==> src/rtl/input_source_arbiter.sv <==
// rtl/input_source_arbiter.sv - picks which input device (NES, PS/2, IR VCR) drives the shared display mux
module input_source_arbiter #(
   parameter int HOLD_CYCLES      = 50_000_000,
   parameter int MIN_GRANT_CYCLES = 5_000_000
) (
   input  logic        i_clk,
   input  logic        i_reset,
   input  logic [7:0]  i_nes_state,
   input  logic [13:0] i_ps2_code,
   input  logic [6:0]  i_vcr_code,
   input  logic        i_vcr_valid,
   input  logic        i_manual_en,
   input  logic [1:0]  i_manual_sel,
   output logic [1:0]  o_sel,
   output logic        o_busy,
   output logic        o_switch_pulse
);

   localparam int HW = $clog2(HOLD_CYCLES);
   localparam int EW = $clog2(MIN_GRANT_CYCLES + 1);
   localparam logic [HW-1:0] HOLD_RELOAD = HW'(HOLD_CYCLES - 1);
   localparam logic [EW-1:0] ELAPSED_MAX = EW'(MIN_GRANT_CYCLES);

   typedef enum logic [1:0] {S_PRIME, S_IDLE, S_HOLD, S_MANUAL} state_t;

   state_t        r_state, w_state_nxt;
   logic [1:0]    r_sel, w_sel_nxt;
   logic          r_pulse;
   logic [HW-1:0] r_hold_cnt, w_hold_nxt;
   logic [EW-1:0] r_elapsed, w_elapsed_nxt, w_elapsed_inc;
   logic [7:0]    r_prev_nes;
   logic [13:0]   r_prev_ps2;
   logic [6:0]    r_prev_vcr;
   logic          r_prev_valid;

   logic          w_act_nes, w_act_ps2, w_act_vcr;
   logic [3:0]    w_act;
   logic [1:0]    w_new_sel, w_other_sel;

   // A held NES button counts as activity every cycle, not just on change.
   assign w_act_nes = (i_nes_state != 8'd0) | (i_nes_state != r_prev_nes);
   assign w_act_ps2 = (i_ps2_code != r_prev_ps2);
   assign w_act_vcr = (i_vcr_valid & ~r_prev_valid) | (i_vcr_valid & (i_vcr_code != r_prev_vcr));
   assign w_act     = {w_act_vcr, w_act_ps2, w_act_nes, 1'b0};

   assign w_elapsed_inc = (r_elapsed >= ELAPSED_MAX) ? r_elapsed : r_elapsed + EW'(1);

   always_comb begin
      w_new_sel = 2'd0;
      if (w_act_vcr)      w_new_sel = 2'd3;
      else if (w_act_ps2) w_new_sel = 2'd2;
      else if (w_act_nes) w_new_sel = 2'd1;
   end

   always_comb begin
      w_other_sel = 2'd0;
      if (w_act_vcr && r_sel != 2'd3)      w_other_sel = 2'd3;
      else if (w_act_ps2 && r_sel != 2'd2) w_other_sel = 2'd2;
      else if (w_act_nes && r_sel != 2'd1) w_other_sel = 2'd1;
   end

   always_comb begin
      w_state_nxt   = r_state;
      w_sel_nxt     = r_sel;
      w_hold_nxt    = r_hold_cnt;
      w_elapsed_nxt = r_elapsed;
      case (r_state)
         S_PRIME: begin
            w_state_nxt   = i_manual_en ? S_MANUAL : S_IDLE;
            w_sel_nxt     = 2'd0;
            w_hold_nxt    = '0;
            w_elapsed_nxt = '0;
         end
         S_IDLE: begin
            if (i_manual_en) begin
               w_state_nxt = S_MANUAL;
               w_sel_nxt   = i_manual_sel;
            end else if (w_new_sel != 2'd0) begin
               w_state_nxt   = S_HOLD;
               w_sel_nxt     = w_new_sel;
               w_hold_nxt    = HOLD_RELOAD;
               w_elapsed_nxt = '0;
            end
         end
         S_HOLD: begin
            if (i_manual_en) begin
               w_state_nxt   = S_MANUAL;
               w_sel_nxt     = i_manual_sel;
               w_hold_nxt    = '0;
               w_elapsed_nxt = '0;
            end else if (w_act[r_sel]) begin
               w_hold_nxt    = HOLD_RELOAD;
               w_elapsed_nxt = w_elapsed_inc;
            end else if (w_other_sel != 2'd0 && r_elapsed >= ELAPSED_MAX) begin
               w_sel_nxt     = w_other_sel;
               w_hold_nxt    = HOLD_RELOAD;
               w_elapsed_nxt = '0;
            end else if (r_hold_cnt == '0) begin
               w_state_nxt   = S_IDLE;
               w_sel_nxt     = 2'd0;
               w_elapsed_nxt = '0;
            end else begin
               w_hold_nxt    = r_hold_cnt - HW'(1);
               w_elapsed_nxt = w_elapsed_inc;
            end
         end
         default: begin
            if (i_manual_en) begin
               w_sel_nxt = i_manual_sel;
            end else begin
               w_state_nxt   = S_IDLE;
               w_sel_nxt     = 2'd0;
               w_hold_nxt    = '0;
               w_elapsed_nxt = '0;
            end
         end
      endcase
   end

   always_ff @(posedge i_clk) begin
      if (i_reset) begin
         r_state      <= S_PRIME;
         r_sel        <= 2'd0;
         r_pulse      <= 1'b0;
         r_hold_cnt   <= '0;
         r_elapsed    <= '0;
         r_prev_nes   <= 8'd0;
         r_prev_ps2   <= 14'd0;
         r_prev_vcr   <= 7'd0;
         r_prev_valid <= 1'b0;
      end else begin
         r_state      <= w_state_nxt;
         r_sel        <= w_sel_nxt;
         r_pulse      <= (w_sel_nxt != r_sel);
         r_hold_cnt   <= w_hold_nxt;
         r_elapsed    <= w_elapsed_nxt;
         r_prev_nes   <= i_nes_state;
         r_prev_ps2   <= i_ps2_code;
         r_prev_vcr   <= i_vcr_code;
         r_prev_valid <= i_vcr_valid;
      end
   end

   assign o_sel          = r_sel;
   assign o_busy         = (r_state == S_HOLD);
   assign o_switch_pulse = r_pulse;

endmodule

==> config.mk <==
export PLATFORM = sky130hd
export DESIGN_NAME = input_source_arbiter
export DESIGN_NICKNAME = d
export VERILOG_FILES = /design/src/rtl/input_source_arbiter.sv
export SDC_FILE = /design/constraint.sdc
export NUM_CORES = 1
export LEC_CHECK = 0
export ABC_AREA = 1
export CORE_UTILIZATION = 30
export CTS_CLUSTER_DIAMETER = 80
export DETAILED_ROUTE_END_ITERATION = 10
export SKIP_LAST_GASP = 1
export SYNTH_ARGS = -nofsm -noshare
export SYNTH_HDL_FRONTEND = slang
export SYNTH_SLANG_ARGS = --single-unit
==> constraint.sdc <==
create_clock -name i_clk -period 3.2 [get_ports i_clk]
set_clock_uncertainty 0.1 [all_clocks]
set_input_delay 0.48 -clock i_clk [delete_from_list [all_inputs] [get_ports i_clk]]
set_output_delay 0.48 -clock i_clk [all_outputs]
set_load 0.01 [all_outputs]
; ---- Word level (Yosys, flattened, before mapping)
; Cells that the tools add are included.
[totals]
reg_bits = 84
mem_bits_rw = 0
in_bits = 35
rom_bits = 0
n_memories = 0
latch_bits = 0
[op_classes]
n_mux = 42
n_eq_ne = 18
n_addsub = 2
shift = 0
n_reduce_logical = 12
n_lt_le_gt_ge = 2
n_bitwise = 5
multipliers = 0
n_div = 0
[op_table]
columns = operator, count
row1 = $mux 23, 8
row2 = $mux 26, 7
row3 = $pmux 26 s3, 1
row4 = $pmux 23 s3, 1
row5 = $mux 2, 19
row6 = $logic_not 26->1, 1
row7 = $sub 26x1->26 const B, 1
row8 = $add 23x1->23 const B, 1
row9 = $ge 23x23->1 const B, 1
row10 = $ne 14x14->1, 1
row11 = $pmux 2 s3, 2
row12 = $ne 3x3->1 const B, 3
row13 = $ne 2x2->1 const B, 4
row14 = $ne 8x8->1, 1
row15 = $reduce_bool 8->1, 1
row16 = $ne 7x7->1, 1
row17 = $ne 5x5->1 const B, 1
row18 = $reduce_and 5->1, 1
row19 = $logic_and 1x1->1, 4
row20 = $ne 4x1->1 const B, 1
row21 = $reduce_and 4->1, 1
row22 = $reduce_bool 2->1, 2
row23 = $lt 2x3->1 const B, 1
row24 = $mux 1, 3
row25 = 12 further kinds, 14

; ---- Depth between registers and ports, before layout
[depth]
ltp_word = 13
mapped_depth = 21
ltp_nobuf = 21

; ---- Worst setup path before layout
; OpenSTA, ideal clock, no wires.
[synth_path]
path_type = input port to flip-flop
startpoint = in i_ps2_code[1]
endpoint = reg r_hold_cnt[14]
arrival_time_ps = 1990
stages = 20
path_slack_ps = 983
t_required_ps = 2972
path_buffers = 1
path_cell_list = inv_1 > nand2_1 > nand2_1 > nor2_1 > nand2_1 > nor2_2 > nand2_1 > nand2_2 > nand3_2 > nand2_2 > nand2_4 > nor2_4 > nand2_2 > nand2_4 > inv_4 > nand2_8 > buf_6 > nor2_1 > a21oi_1 > nor2_1
[synth_between]
elab_chain_cells = 10
[synth_lines]
columns = item, line_no
row1 = start: declaration, 9  ; input logic [13:0] i_ps2_code,
row2 = $ne 14x14->1 *, 42  ; assign w_act_ps2 = (i_ps2_code != r_prev_ps2);
row3 = $logic_and 1x1->1, 58  ; else if (w_act_ps2 && r_sel != 2'd2) w_other_sel = 2'd2;
row4 = $mux 2, 58
row5 = $mux 2, 57  ; if (w_act_vcr && r_sel != 2'd3) w_other_sel = 2'd3;
row6 = $reduce_bool 2->1, 94  ; end else if (w_other_sel != 2'd0 && r_elapsed >= ELAPSED_MAX) begin
row7 = $logic_and 1x1->1, 94
row8 = $mux 26, 94
row9 = $mux 26, 91  ; end else if (w_act[r_sel]) begin
row10 = $mux 26, 86  ; if (i_manual_en) begin
row11 = $pmux 26 s3, 67  ; case (r_state)
row12 = end signal: assignment, 135  ; r_hold_cnt <= w_hold_nxt;
row13 = end: declaration, 29  ; logic [HW-1:0] r_hold_cnt, w_hold_nxt;
; Every way passes the cells marked *; elsewhere a longest branch is shown, timed or not. The select of a mux whose other input is x is not followed.
; A chain may end at the register's enable or synchronous reset.

; ---- Worst setup path in the final report
[layout_path]
startpoint = in i_vcr_code[4]
endpoint = reg r_elapsed[18]
[layout_between]
elab_chain_cells = 11
[layout_lines]
columns = item, line_no
row1 = start: declaration, 10  ; input logic [6:0] i_vcr_code,
row2 = $ne 7x7->1 *, 43  ; assign w_act_vcr = (i_vcr_valid & ~r_prev_valid) | (i_vcr_valid & (i_vcr_code != r_prev_vcr));
row3 = $and 1x1->1 *, 43
row4 = $or 1x1->1 *, 43
row5 = $logic_and 1x1->1, 57
row6 = $mux 2, 57
row7 = $reduce_bool 2->1, 94
row8 = $logic_and 1x1->1, 94
row9 = $mux 23, 94
row10 = $mux 23, 91
row11 = $mux 23, 86
row12 = $pmux 23 s3, 67
row13 = end signal: assignment, 136  ; r_elapsed <= w_elapsed_nxt;
row14 = end: declaration, 30  ; logic [EW-1:0] r_elapsed, w_elapsed_nxt, w_elapsed_inc;
; Marked as above.

==> impl_summary.log <==
[metrics] result of the run: finished clean
[metrics] slew at the pin with the worst max-slew slack: 0.483 ns
[metrics] power consumption: 5.10 mW
[metrics] post-layout net count: 814
[metrics] synthesized-area fraction occupied by ao, oa, aoi and oai cells: 9.75%
[metrics] number of antenna violations at the first check in global routing: 0
[metrics] Gate Count Post-Synth: 729
[metrics] reg-to-reg startpoint: r_state[1]
[metrics] highest-count cells in the layout ignoring fill and taps: 154 x sky130_fd_sc_hd__nor2_1, 148 x sky130_fd_sc_hd__nand2_1, 97 x sky130_fd_sc_hd__inv_1
[metrics] total routing resource utilization after global routing: 14.0%
[metrics] most frequent standard cell in the layout excluding fill and tap cells: sky130_fd_sc_hd__nor2_1
[metrics] max incr delay on CP: 0.43 ns
[metrics] first-pass GRT wire length: 18,600 um
[metrics] share of final-layout standard cells stronger than drive strength 1: 6.70%
[metrics] most frequent cell on the critical path: sky130_fd_sc_hd__nand2_1
[metrics] Die Span X: 128 um
[metrics] vias in the first global route: 4,010
[metrics] post-synthesis share of cell area spent on xor and xnor gates: 6.25%
[metrics] Hold Violations, Final: 0
[metrics] core footprint: 0.0154 mm2
[metrics] Clk pin slew, worst setup/hold paths: 0.06 ns
[metrics] depth of the CTS H-tree: 3
[metrics] RSZ-0062 raised after global routing: no
[metrics] Worst Path Arrival: 2.83 ns
[metrics] crit path buf inv count: 3
[metrics] flip-flop cell with the highest count after synthesis: sky130_fd_sc_hd__dfxtp_1
[metrics] net count after synthesis: 772
[metrics] final estimated routing congestion in global placement: 0.813
[metrics] maximum vdd drop: 0.755 mV
[metrics] count of pins on the block boundary: 39
[metrics] fmax: 370 MHz
[metrics] EDFF count, synth: 0
[metrics] Hold Crit Depth: 2
[metrics] launch instance of the worst min-delay path: r_elapsed[22]
[metrics] CTS tree: done
[metrics] Die Y-Extent: 128 um
[metrics] critical path class: in -> reg
[metrics] FFs w/ async S/R, synth: 0%
[metrics] post-synthesis instance area: 0.00476 mm2
[metrics] total iterations of the first detailed-routing run: 5
[metrics] source-to-sink clock delay at the later pin of the worst-skew pair: 0.34 ns
[metrics] cell leakage power: 2.46 nW
[metrics] Worst setup startpoint: i_vcr_code[4]
[metrics] post-route clock period utilization: 84.5%
[metrics] family of cells with the greatest summed delay on the critical path: simple AND/OR/NAND/NOR gates
[metrics] pin count of the biggest net entering global routing: 47
[metrics] reg2reg end: r_elapsed[18]
[metrics] number of buffers on the longest clock path: 2
[metrics] fraction of power spent switching nets: 44.8%
[metrics] Max transition margin: 67.6%
[metrics] total detailed-routing wirelength: 11,000 um
[metrics] clock root buffer: sky130_fd_sc_hd__clkbuf_16
[metrics] via density per instance: 4.49
[metrics] DRC violations left: 0
[metrics] post-CTS setup-driven buffer insertion count: 0
[metrics] number of inserted diodes: 0
[metrics] fin crit period: 2.70 ns
[metrics] Sink Count: 84
[metrics] post-CTS sizing: 0
[metrics] arithmetic-cell share of the synthesized area counting full adders, half adders and majority gates: 2.10%
[metrics] number of register bits inferred by synthesis: 84
[metrics] multiplexer area fraction after synthesis: 0%
[metrics] Hold Buf Count CTS: 0
[metrics] aggregate global routing overflow: 0
[metrics] count of distinct cell types in the synthesized netlist: 41
[metrics] power per cell area: 900 mW/mm2
[metrics] sequential fraction of design power: 26.9%
[metrics] Logic pwr share: 54.0%
[metrics] final count of pins violating max slew: 0
[metrics] total internal power: 2.81 mW
[metrics] max capacitance violation total: 0
[metrics] combinational family with the most area after synthesis: simple AND/OR/NAND/NOR gates
[metrics] endpoint of the worst hold-timing path: r_elapsed[22]
[metrics] Layout Area Growth over Synthesis: 19.1%
[metrics] final hold slack: 0.378 ns
[metrics] cts bufs inserted: 9
[metrics] simple logic cell fraction of the synthesized area: 37.0%
[metrics] setup slack of the most critical reg-to-reg path: 0.60 ns
[metrics] reported net switching power: 2.29 mW
[metrics] part of the Yosys area used for sequential elements: 35.3%
[metrics] number of endpoints failing setup at the final stage: 0
[metrics] Synthesis Warnings: 0
[metrics] Antenna Violating Nets Remaining: 0
[metrics] highest net fanout along the worst path: 7
[metrics] depth of the worst register-to-register path: 14
[metrics] Die Footprint: 0.0164 mm2
[metrics] port buffer count: 38
[metrics] capturing element type of the critical path: register
[metrics] average routed wire per standard cell: 11.1 um
[metrics] clock share of power: 19.1%
[metrics] worst path setup slack after routing: 0.497 ns
[metrics] Final HPWL DP: 8140 um
[metrics] worst slack at placement: 0.152 ns
[metrics] Critical Path Stages: 19
[metrics] DRT iter0 DRCs: 241
[metrics] required time of the critical path: 3.33 ns
[metrics] Min-Delay Path Class: reg -> reg
[metrics] Critical Path Slowest Stage Cell: sky130_fd_sc_hd__clkdlybuf4s50_1
[metrics] sequence of cells on the critical path: clkdlybuf4s50_1, inv_1, nand2_1, nand2_1, inv_1, nand2_1, nor2_1, nand2_1, nand2_1, nand4_1, nand2_1, nor2_4, nand3_1, nor2_1, nand3_1, nor2_1, nand3_1, nand2_1, nor2_1
[metrics] setup TNS: 0 ns
[metrics] number of vias in the routed layout: 4,431
[metrics] Avg Cell Area, Syn: 6.53 um2
[metrics] initial core utilization: 31.0%
[metrics] FP Rows: 45
[metrics] kind of launch point of the worst setup path: input pin
flip-flops by register name (all words and copies together), names as in the netlist:
name and flops:
r_prev_vcr 7, o_sel 2, r_state 2, r_prev_nes 8, r_prev_ps2 14, o_switch_pulse 1, r_elapsed 23, r_hold_cnt 26
r_prev_valid 1
worst reg2reg max path, cell delays in order, from the launching register on:
cell                      delay (ns)
sky130_fd_sc_hd__dfxtp_1        0.38
sky130_fd_sc_hd__inv_1          0.09
sky130_fd_sc_hd__ha_1           0.19
sky130_fd_sc_hd__inv_1          0.24
sky130_fd_sc_hd__nor2_1         0.10
sky130_fd_sc_hd__nand4_1        0.13
sky130_fd_sc_hd__nand2_1        0.15
sky130_fd_sc_hd__nor2_4         0.20
sky130_fd_sc_hd__nand3_1        0.14
sky130_fd_sc_hd__nor2_1         0.20
sky130_fd_sc_hd__nand3_1        0.16
sky130_fd_sc_hd__nor2_1         0.23
sky130_fd_sc_hd__nand3_1        0.10
sky130_fd_sc_hd__nand2_1        0.07
sky130_fd_sc_hd__nor2_1         0.03
power by group through the flow:
stage	Sequential, mW	Clock (mW)	Combinational, mW
final	1.37	0.976	2.76
after global routing	1.40	1.04	3.13
after CTS	1.37	1.00	2.76
after detailed placement	1.39	0	2.75
after global placement	1.39	0	2.75
after floorplan	1.36	0	2.19
cells in the mapped netlist (all sizes together) (11+ instances only):
| cell type | n | area (um2) |
|---|---|---|
| nor2 | 160 | 631 |
| nand4 | 13 | 81.3 |
| nand2 | 155 | 623 |
| xnor2 | 13 | 114 |
| inv | 101 | 382 |
| xor2 | 21 | 184 |
| clkbuf | 11 | 42.5 |
| dfxtp | 84 | 1680 |
| nand3 | 36 | 203 |
| nor3 | 19 | 111 |
| a21oi | 53 | 265 |
| o21ai | 22 | 110 |
layout make-up:
| cell class | instances | area, um2 |
|---|---|---|
| multi-input combinational | 528 | 2620 |
| timing repair buffer | 47 | 443 |
| clock buffer | 10 | 229 |
| sequential | 84 | 1680 |
| inverter | 101 | 382 |
| clock inverter | 6 | 50.0 |
| tap | 211 | 264 |
| fill | 1618 | 9700 |
stage by stage:
stage               cells  utilization [%]  area [um2]
floorplan             729                -        4760
global placement      971             35.1        5390
detailed placement    971             35.1        5390
CTS                   987             36.9        5670
global route          987             36.9        5670
finish                987             36.9        5670
routing by layer:
metal	track usage, %	part of all wire [%]	up-vias
met5	0	0	-
met4	3.32	0.87	0
met3	3.55	4.3	8
met2	22.0	44	90
met1	19.1	51	1962
li1	-	-	2371
worst max path at each step:
stage / endpoint / slack (ns)
6_report: r_elapsed[18] / 0.50
5_1_grt: r_elapsed[18] / 0.22
4_1_cts: r_elapsed[18] / 0.50
3_5_place_dp: r_elapsed[18] / 0.15
3_3_place_gp: r_hold_cnt[5] / 0.18
2_1_floorplan: r_hold_cnt[14] / 0.98
cell families after synthesis:
| family | after synthesis |
|---|---|
| XOR/XNOR | 34 |
| flip-flops | 84 |
| buffers and inverters | 117 |
| AO/OA/AOI/OAI | 87 |
| AND/OR/NAND/NOR | 399 |
| adder cells (fa/ha/maj) | 8 |
(Power assumes the default switching activity.)
